--- config.mk ---
export PLATFORM = sky130hd
export DESIGN_NAME = axi_burst_master_flat
export DESIGN_NICKNAME = d
export VERILOG_FILES = /design/src/rtl/axi_pkg.sv /design/src/rtl/axi_burst_master_if.sv /design/src/rtl/axi_rd_beat_tracker.sv /design/src/rtl/axi_burst_master.sv /design/src/flat_wrapper.sv
export SDC_FILE = /design/constraint.sdc
export NUM_CORES = 1
export LEC_CHECK = 0
export BUFFER_PORTS_ARGS = -buffer_cell sky130_fd_sc_hd__buf_2
export CAP_MARGIN = 5
export CORE_AREA = 4 4 113 115
export CTS_BUF_LIST = sky130_fd_sc_hd__clkbuf_8
export CTS_CLUSTER_DIAMETER = 150
export DETAILED_ROUTE_END_ITERATION = 12
export DIE_AREA = 0 0 117 119
export HOLD_SLACK_MARGIN = 0.03
export PLACE_DENSITY = 0.88
export SLEW_MARGIN = 20
export SYNTH_ARGS = -nofsm -noshare
export SYNTH_HDL_FRONTEND = slang
export SYNTH_HIERARCHICAL = 1
export SYNTH_SLANG_ARGS = --single-unit
--- constraint.sdc ---
create_clock -name ACLK -period 2.45 [get_ports ACLK]
set_clock_uncertainty 0.15 [all_clocks]
set_input_delay 0.1225 -clock ACLK [delete_from_list [all_inputs] [get_ports ACLK]]
set_output_delay 0.1225 -clock ACLK [all_outputs]
set_load 0.05 [all_outputs]
--- src/rtl/axi_pkg.sv ---
// Shared AXI encodings, master FSM states and a transfer-size helper
// for the burst master and its read-beat tracker.
package axi_pkg;

    localparam logic [1:0] BURST_INCR  = 2'b01;

    localparam logic [1:0] RESP_OKAY   = 2'b00;
    localparam logic [1:0] RESP_EXOKAY = 2'b01;
    localparam logic [1:0] RESP_SLVERR = 2'b10;
    localparam logic [1:0] RESP_DECERR = 2'b11;

    typedef enum logic [2:0] {
        ST_IDLE = 3'd0,
        ST_AR   = 3'd1,
        ST_R    = 3'd2,
        ST_WR   = 3'd3,
        ST_B    = 3'd4,
        ST_DONE = 3'd5
    } state_e;

    // AxSIZE encoding for a full-width beat: log2 of the bytes per beat.
    function automatic logic [2:0] size_of(input int data_w);
        return 3'($clog2(data_w / 8));
    endfunction

endpackage

--- src/rtl/axi_burst_master_if.sv ---
// AXI4 master-port signal bundle (AR, R, AW, W, B) with master/slave views.
interface axi_burst_master_if #(
    parameter int ADDR_W = 32,
    parameter int DATA_W = 32,
    parameter int ID_W   = 4,
    parameter int LEN_W  = 4
);

    // Every channel transfers on a rising edge where VALID and READY are both
    // high; a source holds VALID and its payload stable until that edge and
    // never lowers VALID before it, while READY may change at any time.
    logic [ID_W-1:0]     ARID;
    logic [ADDR_W-1:0]   ARADDR;
    logic [LEN_W-1:0]    ARLEN;
    logic [2:0]          ARSIZE;
    logic [1:0]          ARBURST;
    logic                ARVALID;
    logic                ARREADY;

    logic [ID_W-1:0]     RID;
    logic [DATA_W-1:0]   RDATA;
    logic [1:0]          RRESP;
    logic                RLAST;
    logic                RVALID;
    logic                RREADY;

    logic [ID_W-1:0]     AWID;
    logic [ADDR_W-1:0]   AWADDR;
    logic [LEN_W-1:0]    AWLEN;
    logic [2:0]          AWSIZE;
    logic [1:0]          AWBURST;
    logic                AWVALID;
    logic                AWREADY;

    logic [DATA_W-1:0]   WDATA;
    logic [DATA_W/8-1:0] WSTRB;
    logic                WLAST;
    logic                WVALID;
    logic                WREADY;

    logic [ID_W-1:0]     BID;
    logic [1:0]          BRESP;
    logic                BVALID;
    logic                BREADY;

    modport master (
        output ARID, ARADDR, ARLEN, ARSIZE, ARBURST, ARVALID,
        input  ARREADY,
        input  RID, RDATA, RRESP, RLAST, RVALID,
        output RREADY,
        output AWID, AWADDR, AWLEN, AWSIZE, AWBURST, AWVALID,
        input  AWREADY,
        output WDATA, WSTRB, WLAST, WVALID,
        input  WREADY,
        input  BID, BRESP, BVALID,
        output BREADY
    );

    modport slave (
        input  ARID, ARADDR, ARLEN, ARSIZE, ARBURST, ARVALID,
        output ARREADY,
        output RID, RDATA, RRESP, RLAST, RVALID,
        input  RREADY,
        input  AWID, AWADDR, AWLEN, AWSIZE, AWBURST, AWVALID,
        output AWREADY,
        input  WDATA, WSTRB, WLAST, WVALID,
        output WREADY,
        input  BID, BRESP, BVALID,
        output BREADY
    );

endinterface

--- src/rtl/axi_rd_beat_tracker.sv ---
// Counts read beats of one burst, flags RLAST/count disagreement and keeps a
// sticky error covering RRESP, RID and RLAST placement.
module axi_rd_beat_tracker
    import axi_pkg::*;
#(
    parameter int ID_W      = 4,
    parameter int LEN_W     = 4,
    parameter int BURST_LEN = 4,
    parameter int MST_ID    = 0
) (
    input  logic             clk,
    input  logic             rst_n,
    input  logic             start,
    input  logic             beat,
    input  logic [ID_W-1:0]  rid,
    input  logic             rresp_err,
    input  logic             rlast,
    output logic [LEN_W-1:0] beat_idx,
    output logic             overrun,
    output logic             err_now
);

    localparam logic [LEN_W-1:0] LAST_IDX = LEN_W'(BURST_LEN - 1);

    logic [LEN_W-1:0] cnt_q, cnt_d;
    logic             ovr_q, ovr_d;
    logic             err_q, err_d;
    logic             beat_err;

    assign beat_err = rresp_err
                    | (rid != ID_W'(MST_ID))
                    | (rlast & (cnt_q != LAST_IDX));
    assign err_now  = err_q | beat_err;
    assign beat_idx = cnt_q;
    assign overrun  = ovr_q;

    always_comb begin
        cnt_d = cnt_q;
        ovr_d = ovr_q;
        err_d = err_q;
        if (start) begin
            cnt_d = '0;
            ovr_d = 1'b0;
            err_d = 1'b0;
        end else if (beat) begin
            cnt_d = cnt_q + LEN_W'(1);
            err_d = err_now;
            // The counter may wrap while dropping surplus beats, so overrun is
            // remembered explicitly rather than derived from the count.
            if (!ovr_q && (cnt_q == LAST_IDX) && !rlast) begin
                ovr_d = 1'b1;
            end
        end
    end

    always_ff @(posedge clk or negedge rst_n) begin
        if (!rst_n) begin
            cnt_q <= '0;
            ovr_q <= 1'b0;
            err_q <= 1'b0;
        end else begin
            cnt_q <= cnt_d;
            ovr_q <= ovr_d;
            err_q <= err_d;
        end
    end

endmodule

--- src/rtl/axi_burst_master.sv ---
// Turns one CPU memory request into one AXI4 transaction: burst-aligned INCR
// line-fill reads returned beat by beat, or single-beat strobed writes.
module axi_burst_master
    import axi_pkg::*;
#(
    parameter int ADDR_W    = 32,
    parameter int DATA_W    = 32,
    parameter int ID_W      = 4,
    parameter int MST_ID    = 0,
    parameter int BURST_LEN = 4,
    parameter int LEN_W     = 4
) (
    input  logic                ACLK,
    input  logic                ARESETn,
    input  logic                req_valid,
    output logic                req_ready,
    input  logic                req_write,
    input  logic [ADDR_W-1:0]   req_addr,
    input  logic [DATA_W-1:0]   req_wdata,
    input  logic [DATA_W/8-1:0] req_wstrb,
    output logic                rsp_valid,
    output logic [DATA_W-1:0]   rsp_rdata,
    output logic [LEN_W-1:0]    rsp_beat,
    output logic                rsp_last,
    output logic                rsp_err,
    output logic                busy,
    output state_e              dbg_state,
    axi_burst_master_if.master  axi
);

    localparam logic [2:0]        AXSIZE      = size_of(DATA_W);
    localparam int                BEAT_ALIGN  = int'(size_of(DATA_W));
    localparam int                BURST_ALIGN = $clog2(BURST_LEN) + BEAT_ALIGN;
    localparam logic [ADDR_W-1:0] BEAT_MASK   = ~((ADDR_W'(1) << BEAT_ALIGN) - ADDR_W'(1));
    localparam logic [ADDR_W-1:0] BURST_MASK  = ~((ADDR_W'(1) << BURST_ALIGN) - ADDR_W'(1));

    state_e              state_q, state_d;
    logic [ADDR_W-1:0]   addr_q, addr_d;
    logic [DATA_W-1:0]   wdata_q, wdata_d;
    logic [DATA_W/8-1:0] wstrb_q, wstrb_d;
    logic                aw_pend_q, aw_pend_d;
    logic                w_pend_q, w_pend_d;
    logic                werr_q, werr_d;

    logic                rsp_valid_q, rsp_valid_d;
    logic [DATA_W-1:0]   rsp_rdata_q, rsp_rdata_d;
    logic [LEN_W-1:0]    rsp_beat_q, rsp_beat_d;
    logic                rsp_last_q, rsp_last_d;
    logic                rsp_err_q, rsp_err_d;

    logic                trk_start;
    logic                r_beat;
    logic [LEN_W-1:0]    trk_idx;
    logic                trk_ovr;
    logic                trk_err;

    assign r_beat = (state_q == ST_R) & axi.RVALID;

    axi_rd_beat_tracker #(
        .ID_W      (ID_W),
        .LEN_W     (LEN_W),
        .BURST_LEN (BURST_LEN),
        .MST_ID    (MST_ID)
    ) u_rd_beat_tracker (
        .clk       (ACLK),
        .rst_n     (ARESETn),
        .start     (trk_start),
        .beat      (r_beat),
        .rid       (axi.RID),
        .rresp_err (axi.RRESP[1]),
        .rlast     (axi.RLAST),
        .beat_idx  (trk_idx),
        .overrun   (trk_ovr),
        .err_now   (trk_err)
    );

    always_comb begin
        state_d     = state_q;
        addr_d      = addr_q;
        wdata_d     = wdata_q;
        wstrb_d     = wstrb_q;
        aw_pend_d   = aw_pend_q;
        w_pend_d    = w_pend_q;
        werr_d      = werr_q;
        rsp_valid_d = 1'b0;
        rsp_rdata_d = '0;
        rsp_beat_d  = '0;
        rsp_last_d  = 1'b0;
        rsp_err_d   = 1'b0;
        trk_start   = 1'b0;

        case (state_q)
            ST_IDLE: begin
                if (req_valid && req_ready) begin
                    addr_d  = req_addr;
                    wdata_d = req_wdata;
                    wstrb_d = req_wstrb;
                    werr_d  = 1'b0;
                    if (!req_write) begin
                        trk_start = 1'b1;
                        state_d   = ST_AR;
                    end else if (req_wstrb == '0) begin
                        state_d = ST_DONE;
                    end else begin
                        aw_pend_d = 1'b1;
                        w_pend_d  = 1'b1;
                        state_d   = ST_WR;
                    end
                end
            end

            ST_AR: begin
                if (axi.ARREADY) begin
                    state_d = ST_R;
                end
            end

            ST_R: begin
                if (axi.RVALID) begin
                    if (!trk_ovr) begin
                        rsp_valid_d = 1'b1;
                        rsp_rdata_d = axi.RDATA;
                        rsp_beat_d  = trk_idx;
                        rsp_last_d  = axi.RLAST;
                        rsp_err_d   = axi.RLAST & trk_err;
                    end else if (axi.RLAST) begin
                        // Late RLAST after the full burst was forwarded:
                        // close the request with an error and no data.
                        rsp_valid_d = 1'b1;
                        rsp_beat_d  = trk_idx;
                        rsp_last_d  = 1'b1;
                        rsp_err_d   = 1'b1;
                    end
                    if (axi.RLAST) begin
                        state_d = ST_IDLE;
                    end
                end
            end

            ST_WR: begin
                aw_pend_d = aw_pend_q & ~axi.AWREADY;
                w_pend_d  = w_pend_q & ~axi.WREADY;
                if (!aw_pend_d && !w_pend_d) begin
                    state_d = ST_B;
                end
            end

            ST_B: begin
                if (axi.BVALID) begin
                    werr_d  = axi.BRESP[1] | (axi.BID != ID_W'(MST_ID));
                    state_d = ST_DONE;
                end
            end

            ST_DONE: begin
                rsp_valid_d = 1'b1;
                rsp_last_d  = 1'b1;
                rsp_err_d   = werr_q;
                state_d     = ST_IDLE;
            end

            default: begin
                state_d = ST_IDLE;
            end
        endcase
    end

    always_ff @(posedge ACLK or negedge ARESETn) begin
        if (!ARESETn) begin
            state_q     <= ST_IDLE;
            addr_q      <= '0;
            wdata_q     <= '0;
            wstrb_q     <= '0;
            aw_pend_q   <= 1'b0;
            w_pend_q    <= 1'b0;
            werr_q      <= 1'b0;
            rsp_valid_q <= 1'b0;
            rsp_rdata_q <= '0;
            rsp_beat_q  <= '0;
            rsp_last_q  <= 1'b0;
            rsp_err_q   <= 1'b0;
        end else begin
            state_q     <= state_d;
            addr_q      <= addr_d;
            wdata_q     <= wdata_d;
            wstrb_q     <= wstrb_d;
            aw_pend_q   <= aw_pend_d;
            w_pend_q    <= w_pend_d;
            werr_q      <= werr_d;
            rsp_valid_q <= rsp_valid_d;
            rsp_rdata_q <= rsp_rdata_d;
            rsp_beat_q  <= rsp_beat_d;
            rsp_last_q  <= rsp_last_d;
            rsp_err_q   <= rsp_err_d;
        end
    end

    // req_ready is gated by the reset input so it stays low while reset is held.
    assign req_ready = (state_q == ST_IDLE) & ARESETn;
    assign busy      = (state_q != ST_IDLE);
    assign dbg_state = state_q;

    assign rsp_valid = rsp_valid_q;
    assign rsp_rdata = rsp_rdata_q;
    assign rsp_beat  = rsp_beat_q;
    assign rsp_last  = rsp_last_q;
    assign rsp_err   = rsp_err_q;

    assign axi.ARID    = ID_W'(MST_ID);
    assign axi.ARADDR  = addr_q & BURST_MASK;
    assign axi.ARLEN   = LEN_W'(BURST_LEN - 1);
    assign axi.ARSIZE  = AXSIZE;
    assign axi.ARBURST = BURST_INCR;
    assign axi.ARVALID = (state_q == ST_AR);
    assign axi.RREADY  = (state_q == ST_R);

    assign axi.AWID    = ID_W'(MST_ID);
    assign axi.AWADDR  = addr_q & BEAT_MASK;
    assign axi.AWLEN   = '0;
    assign axi.AWSIZE  = AXSIZE;
    assign axi.AWBURST = BURST_INCR;
    assign axi.AWVALID = (state_q == ST_WR) & aw_pend_q;

    assign axi.WDATA   = wdata_q;
    assign axi.WSTRB   = wstrb_q;
    assign axi.WLAST   = 1'b1;
    assign axi.WVALID  = (state_q == ST_WR) & w_pend_q;
    assign axi.BREADY  = (state_q == ST_B);

endmodule

--- src/flat_wrapper.sv ---
// flat-port wrapper written by rule: the top's interface ports become plain ports
module axi_burst_master_flat import axi_pkg::*;
#(
    parameter int ADDR_W    = 32,
    parameter int DATA_W    = 32,
    parameter int ID_W      = 4,
    parameter int MST_ID    = 0,
    parameter int BURST_LEN = 4,
    parameter int LEN_W     = 4
)
  (ACLK, ARESETn, req_valid, req_ready, req_write, req_addr, req_wdata, req_wstrb, rsp_valid, rsp_rdata, rsp_beat, rsp_last, rsp_err, busy, dbg_state, axi_ARID, axi_ARADDR, axi_ARLEN, axi_ARSIZE, axi_ARBURST, axi_ARVALID, axi_ARREADY, axi_RID, axi_RDATA, axi_RRESP, axi_RLAST, axi_RVALID, axi_RREADY, axi_AWID, axi_AWADDR, axi_AWLEN, axi_AWSIZE, axi_AWBURST, axi_AWVALID, axi_AWREADY, axi_WDATA, axi_WSTRB, axi_WLAST, axi_WVALID, axi_WREADY, axi_BID, axi_BRESP, axi_BVALID, axi_BREADY);
  axi_burst_master_if #(.ADDR_W(ADDR_W), .DATA_W(DATA_W), .ID_W(ID_W), .LEN_W(LEN_W)) axi_i ();
  input  logic ACLK;
  input  logic ARESETn;
  input  logic req_valid;
  output logic req_ready;
  input  logic req_write;
  input  logic [ADDR_W-1:0] req_addr;
  input  logic [DATA_W-1:0] req_wdata;
  input  logic [DATA_W/8-1:0] req_wstrb;
  output logic rsp_valid;
  output logic [DATA_W-1:0] rsp_rdata;
  output logic [LEN_W-1:0] rsp_beat;
  output logic rsp_last;
  output logic rsp_err;
  output logic busy;
  output state_e dbg_state;
  output wire logic [$bits(axi_i.ARID)-1:0] axi_ARID;
  output wire logic [$bits(axi_i.ARADDR)-1:0] axi_ARADDR;
  output wire logic [$bits(axi_i.ARLEN)-1:0] axi_ARLEN;
  output wire logic [$bits(axi_i.ARSIZE)-1:0] axi_ARSIZE;
  output wire logic [$bits(axi_i.ARBURST)-1:0] axi_ARBURST;
  output wire logic [$bits(axi_i.ARVALID)-1:0] axi_ARVALID;
  input wire logic [$bits(axi_i.ARREADY)-1:0] axi_ARREADY;
  input wire logic [$bits(axi_i.RID)-1:0] axi_RID;
  input wire logic [$bits(axi_i.RDATA)-1:0] axi_RDATA;
  input wire logic [$bits(axi_i.RRESP)-1:0] axi_RRESP;
  input wire logic [$bits(axi_i.RLAST)-1:0] axi_RLAST;
  input wire logic [$bits(axi_i.RVALID)-1:0] axi_RVALID;
  output wire logic [$bits(axi_i.RREADY)-1:0] axi_RREADY;
  output wire logic [$bits(axi_i.AWID)-1:0] axi_AWID;
  output wire logic [$bits(axi_i.AWADDR)-1:0] axi_AWADDR;
  output wire logic [$bits(axi_i.AWLEN)-1:0] axi_AWLEN;
  output wire logic [$bits(axi_i.AWSIZE)-1:0] axi_AWSIZE;
  output wire logic [$bits(axi_i.AWBURST)-1:0] axi_AWBURST;
  output wire logic [$bits(axi_i.AWVALID)-1:0] axi_AWVALID;
  input wire logic [$bits(axi_i.AWREADY)-1:0] axi_AWREADY;
  output wire logic [$bits(axi_i.WDATA)-1:0] axi_WDATA;
  output wire logic [$bits(axi_i.WSTRB)-1:0] axi_WSTRB;
  output wire logic [$bits(axi_i.WLAST)-1:0] axi_WLAST;
  output wire logic [$bits(axi_i.WVALID)-1:0] axi_WVALID;
  input wire logic [$bits(axi_i.WREADY)-1:0] axi_WREADY;
  input wire logic [$bits(axi_i.BID)-1:0] axi_BID;
  input wire logic [$bits(axi_i.BRESP)-1:0] axi_BRESP;
  input wire logic [$bits(axi_i.BVALID)-1:0] axi_BVALID;
  output wire logic [$bits(axi_i.BREADY)-1:0] axi_BREADY;
  assign axi_ARID = axi_i.ARID;
  assign axi_ARADDR = axi_i.ARADDR;
  assign axi_ARLEN = axi_i.ARLEN;
  assign axi_ARSIZE = axi_i.ARSIZE;
  assign axi_ARBURST = axi_i.ARBURST;
  assign axi_ARVALID = axi_i.ARVALID;
  assign axi_i.ARREADY = axi_ARREADY;
  assign axi_i.RID = axi_RID;
  assign axi_i.RDATA = axi_RDATA;
  assign axi_i.RRESP = axi_RRESP;
  assign axi_i.RLAST = axi_RLAST;
  assign axi_i.RVALID = axi_RVALID;
  assign axi_RREADY = axi_i.RREADY;
  assign axi_AWID = axi_i.AWID;
  assign axi_AWADDR = axi_i.AWADDR;
  assign axi_AWLEN = axi_i.AWLEN;
  assign axi_AWSIZE = axi_i.AWSIZE;
  assign axi_AWBURST = axi_i.AWBURST;
  assign axi_AWVALID = axi_i.AWVALID;
  assign axi_i.AWREADY = axi_AWREADY;
  assign axi_WDATA = axi_i.WDATA;
  assign axi_WSTRB = axi_i.WSTRB;
  assign axi_WLAST = axi_i.WLAST;
  assign axi_WVALID = axi_i.WVALID;
  assign axi_i.WREADY = axi_WREADY;
  assign axi_i.BID = axi_BID;
  assign axi_i.BRESP = axi_BRESP;
  assign axi_i.BVALID = axi_BVALID;
  assign axi_BREADY = axi_i.BREADY;
  axi_burst_master #(.ADDR_W(ADDR_W), .DATA_W(DATA_W), .ID_W(ID_W), .MST_ID(MST_ID), .BURST_LEN(BURST_LEN), .LEN_W(LEN_W)) u_core (.ACLK(ACLK), .ARESETn(ARESETn), .req_valid(req_valid), .req_ready(req_ready), .req_write(req_write), .req_addr(req_addr), .req_wdata(req_wdata), .req_wstrb(req_wstrb), .rsp_valid(rsp_valid), .rsp_rdata(rsp_rdata), .rsp_beat(rsp_beat), .rsp_last(rsp_last), .rsp_err(rsp_err), .busy(busy), .dbg_state(dbg_state), .axi(axi_i));
endmodule
==> metrics.txt <==
Post-synth EDFFs=0; max_cap viols=0; top post-synthesis cells by count=117 x dfrtp_1, 61 x buf_4, 59 x mux2_2, 38 x and2_1, 10 x nor2_1; final hold vios=0; logic gate share of total power=approximately 58%; status=complete, no violations; TritonCTS clock tree=yes; Cell Int Power=about 5.4 mW; power share of the clock group=14.6%; HPWL after DPL=9140 µm; Die H=119 µm; Reg clk slew, reported paths=around 70 ps; placed cell areas=6090 µm²; critical path type=register to register; die area=13,900 µm²; clk_lat worst skew=roughly 440 ps; total gr overflow=0; initial antenna violation count=0; sequential share of power=27.8%; worst vdd ir=a little over 1 mV; required time of the critical path=around 2600 ps; period utilisation layout=between 90 and 100%; synth top area cells=dfrtp_1 59%, mux2_2 13%, buf_4 9.3%; CP cell instances=nor2_2 > o211ai_1 > o21ai_0 > dlygate4sd3_1 > o2bb2ai_1 > dlygate4sd3_1; GPL Wtd Cong=0.784; vias in the first global route=~4,300; async set or reset register ratio after synthesis=between 90% and 100%; die width=117 µm; Vias/cell=around 4.5; clk sinks=around 120; Leakage=4.04 nW; fin. max-slew vios=0; Warnings, synthesis=6; Synth Instances=between 300 and 400; Post-DRT Antenna Nets=0; switching share of total power=between 50 and 60%; Worst-Margin Slew=~670 ps; FMAX=roughly 0.43 GHz; initial detailed-routing violation count=around 120; final WL=about 14,000 µm; layout cells sized above 1=between 40% and 50%; RSZ-0062 raised after global routing=no; P_sw=6.03 mW; PortBufs=260; Clk Tree Root Cell=clkbuf_8; crit path time final=2330 ps; Total Routing Usage GR=20.8%; Primary FF master, synth=dfrtp_1; Max Root-Sink Buffers=2; WP data arrival=approximately 2500 ps; crit-path max FO=9; htree depth=4; CTS buffer count=17; # setup viols final=0; row cnt=40; Yosys reg bits=~120; Vias=approximately 4,000; first-pass GRT wire length=~22,000 µm; Sum Neg Setup Slack=0 ps; count leader, synth=dfrtp_1; core area=~12,000 µm²; number of fill cells in the layout=about 840; Wirelength per Cell=about 16 µm; CP endpoint kind=register; post-route design area=approximately 7600 µm²; fin nets=around 860; worst-path cell with the longest stage delay=dlygate4sd3_1; CP dominant cell by count=dlygate4sd3_1; Initial Util=between 40% and 50%; Syn Area/Cell=approximately 13 µm²; synthesis-to-layout area growth=54.4%; I/O pins=~300; post-synth top area cell=dfrtp_1; Synth top area share=approximately 59%; Slew HR=a little under three fifths; PwrDens=between 1000 and 1500 nW/µm²; Startpoint Class=register; Hold Crit Class=primary input to asynchronous set/reset pin; # DRC=0; largest net degree at the start of global routing=56; crit-path max cell delay=570 ps; register area share after synthesis=between 50% and 60%; Yosys cell types=44; drt first pass iters=4; Synth Cell Area=slightly below 5000 µm²; post-CTS setup buffer count=0
kinds of logic after synthesis:
family                   after synthesis  share of synthesized area (%)
XOR/XNOR                               3                          0.532
buffers and inverters                 81                           11.3
multiplexers                          68                           16.0
flip-flops                           117                           59.3
AO/OA/AOI/OAI                         19                           2.58
adder cells (fa/ha/maj)                1                          0.253
AND/OR/NAND/NOR                       81                           9.93
other                                  2                          0.152
layer usage:
metal | vias up | part of all wire [%] | global-route usage, %
met3 | 41 | 9.7 | 9.04
met4 | 0 | 3.7 | 11.3
met1 | 1881 | 33 | 20.4
met5 | - | 0 | 0
met2 | 203 | 53 | 36.3
li1 | 1863 | - | -
worst max-delay path, delay by kind of cell, from the launching register on:
kind	cells	cell delay [ps]
AO/OA/AOI/OAI	3	310
AND/OR/NAND/NOR	1	100
buffers and inverters	2	1130
flip-flops	1	520
sequential cells by signal, summed over array words and instances (netlist names), 3 cells and up:
register,count
u_core/dbg_state,3
u_core/axi.WSTRB,4
u_core/axi.WDATA,32
u_core/u_rd_beat_tracker/beat_idx,4
u_core/addr_q,30
u_core/rsp_rdata,32
u_core/rsp_beat,4
layout make-up:
cell class | count | area [µm²] | area share [%]
Antenna cell | 1 | 2.50 | 0.0328
Clock inverter | 13 | 116 | 1.53
Sequential cell | 117 | 2930 | 38.4
Timing Repair Buffer | 384 | 2520 | 33.1
Clock buffer | 19 | 262 | 3.43
Inverter | 7 | 26.3 | 0.344
Tap cell | 147 | 184 | 2.41
Multi-Input combinational cell | 205 | 1590 | 20.8
per-stage QoR:
stage	hold WS [ps]	util (%)	instances	power [mW]	worst slack, ps
6_report	89.5	64.6	893	11.4	116
5_1_grt	98.5	64.6	892	11.9	1.15
4_1_cts	77.9	64.5	892	11.4	84.8
3_5_place_dp	5.53	51.6	745	9.50	467
3_3_place_gp	8.01	51.6	745	9.36	546
2_1_floorplan	-323	-	403	8.35	122
path summary, 6_finish.rpt:
check,depth (start not counted),startpoint,slack [ps],end
min in group ACLK,5,axi_RVALID,150,u_core/rsp_beat[1]
worst min register to register,1,u_core/axi.WDATA[27],350,u_core/axi.WDATA[27]
worst max-delay path,6,u_core/dbg_state[0],120,u_core/werr_q
max in group asynchronous,4,ARESETn,1130,u_core/axi.WDATA[3]
worst min-delay path,3,ARESETn,90,u_core/w_pend_q
worst max register to register,6,u_core/dbg_state[0],120,u_core/werr_q
cell usage in the layout (no fill, tap or decap), types with 2 or more instances in the layout:
cell and instances:
nor2_1 9, dlygate4sd3_1 115, nand2b_1 4, clkinv_2 6, dfrtp_1 116, nor4_1 2, conb_1 33, bufinv_16 2
clkinvlp_4 2, xor2_1 2, nor3b_2 2, buf_2 259, and3_1 3, inv_1 9, clkbuf_8 19, mux2_2 59
a21oi_1 3, buf_4 10, nand2_1 7, and2_1 38, nor3b_1 2, o21ai_0 7, nor3_1 2, mux2_4 7
nand3_1 2
power by group through the flow:
stage | registers [mW] | clock network [mW] | logic, mW
finish | 3.17 | 1.67 | 6.55
global route | 3.26 | 1.82 | 6.85
CTS | 3.15 | 1.72 | 6.53
detailed placement | 3.17 | 0 | 6.33
global placement | 3.12 | 0 | 6.24
floorplan | 5.67 | 0 | 2.69
what timing repair did:
item / CTS / global route
gates resized for setup: 0 / 3
hold endpoints to repair: 188 / 0
endpoints found under the setup margin: 0 / 2
hold buffers: 115 / 0
Note: power is estimated with default switching activity, not from simulation.
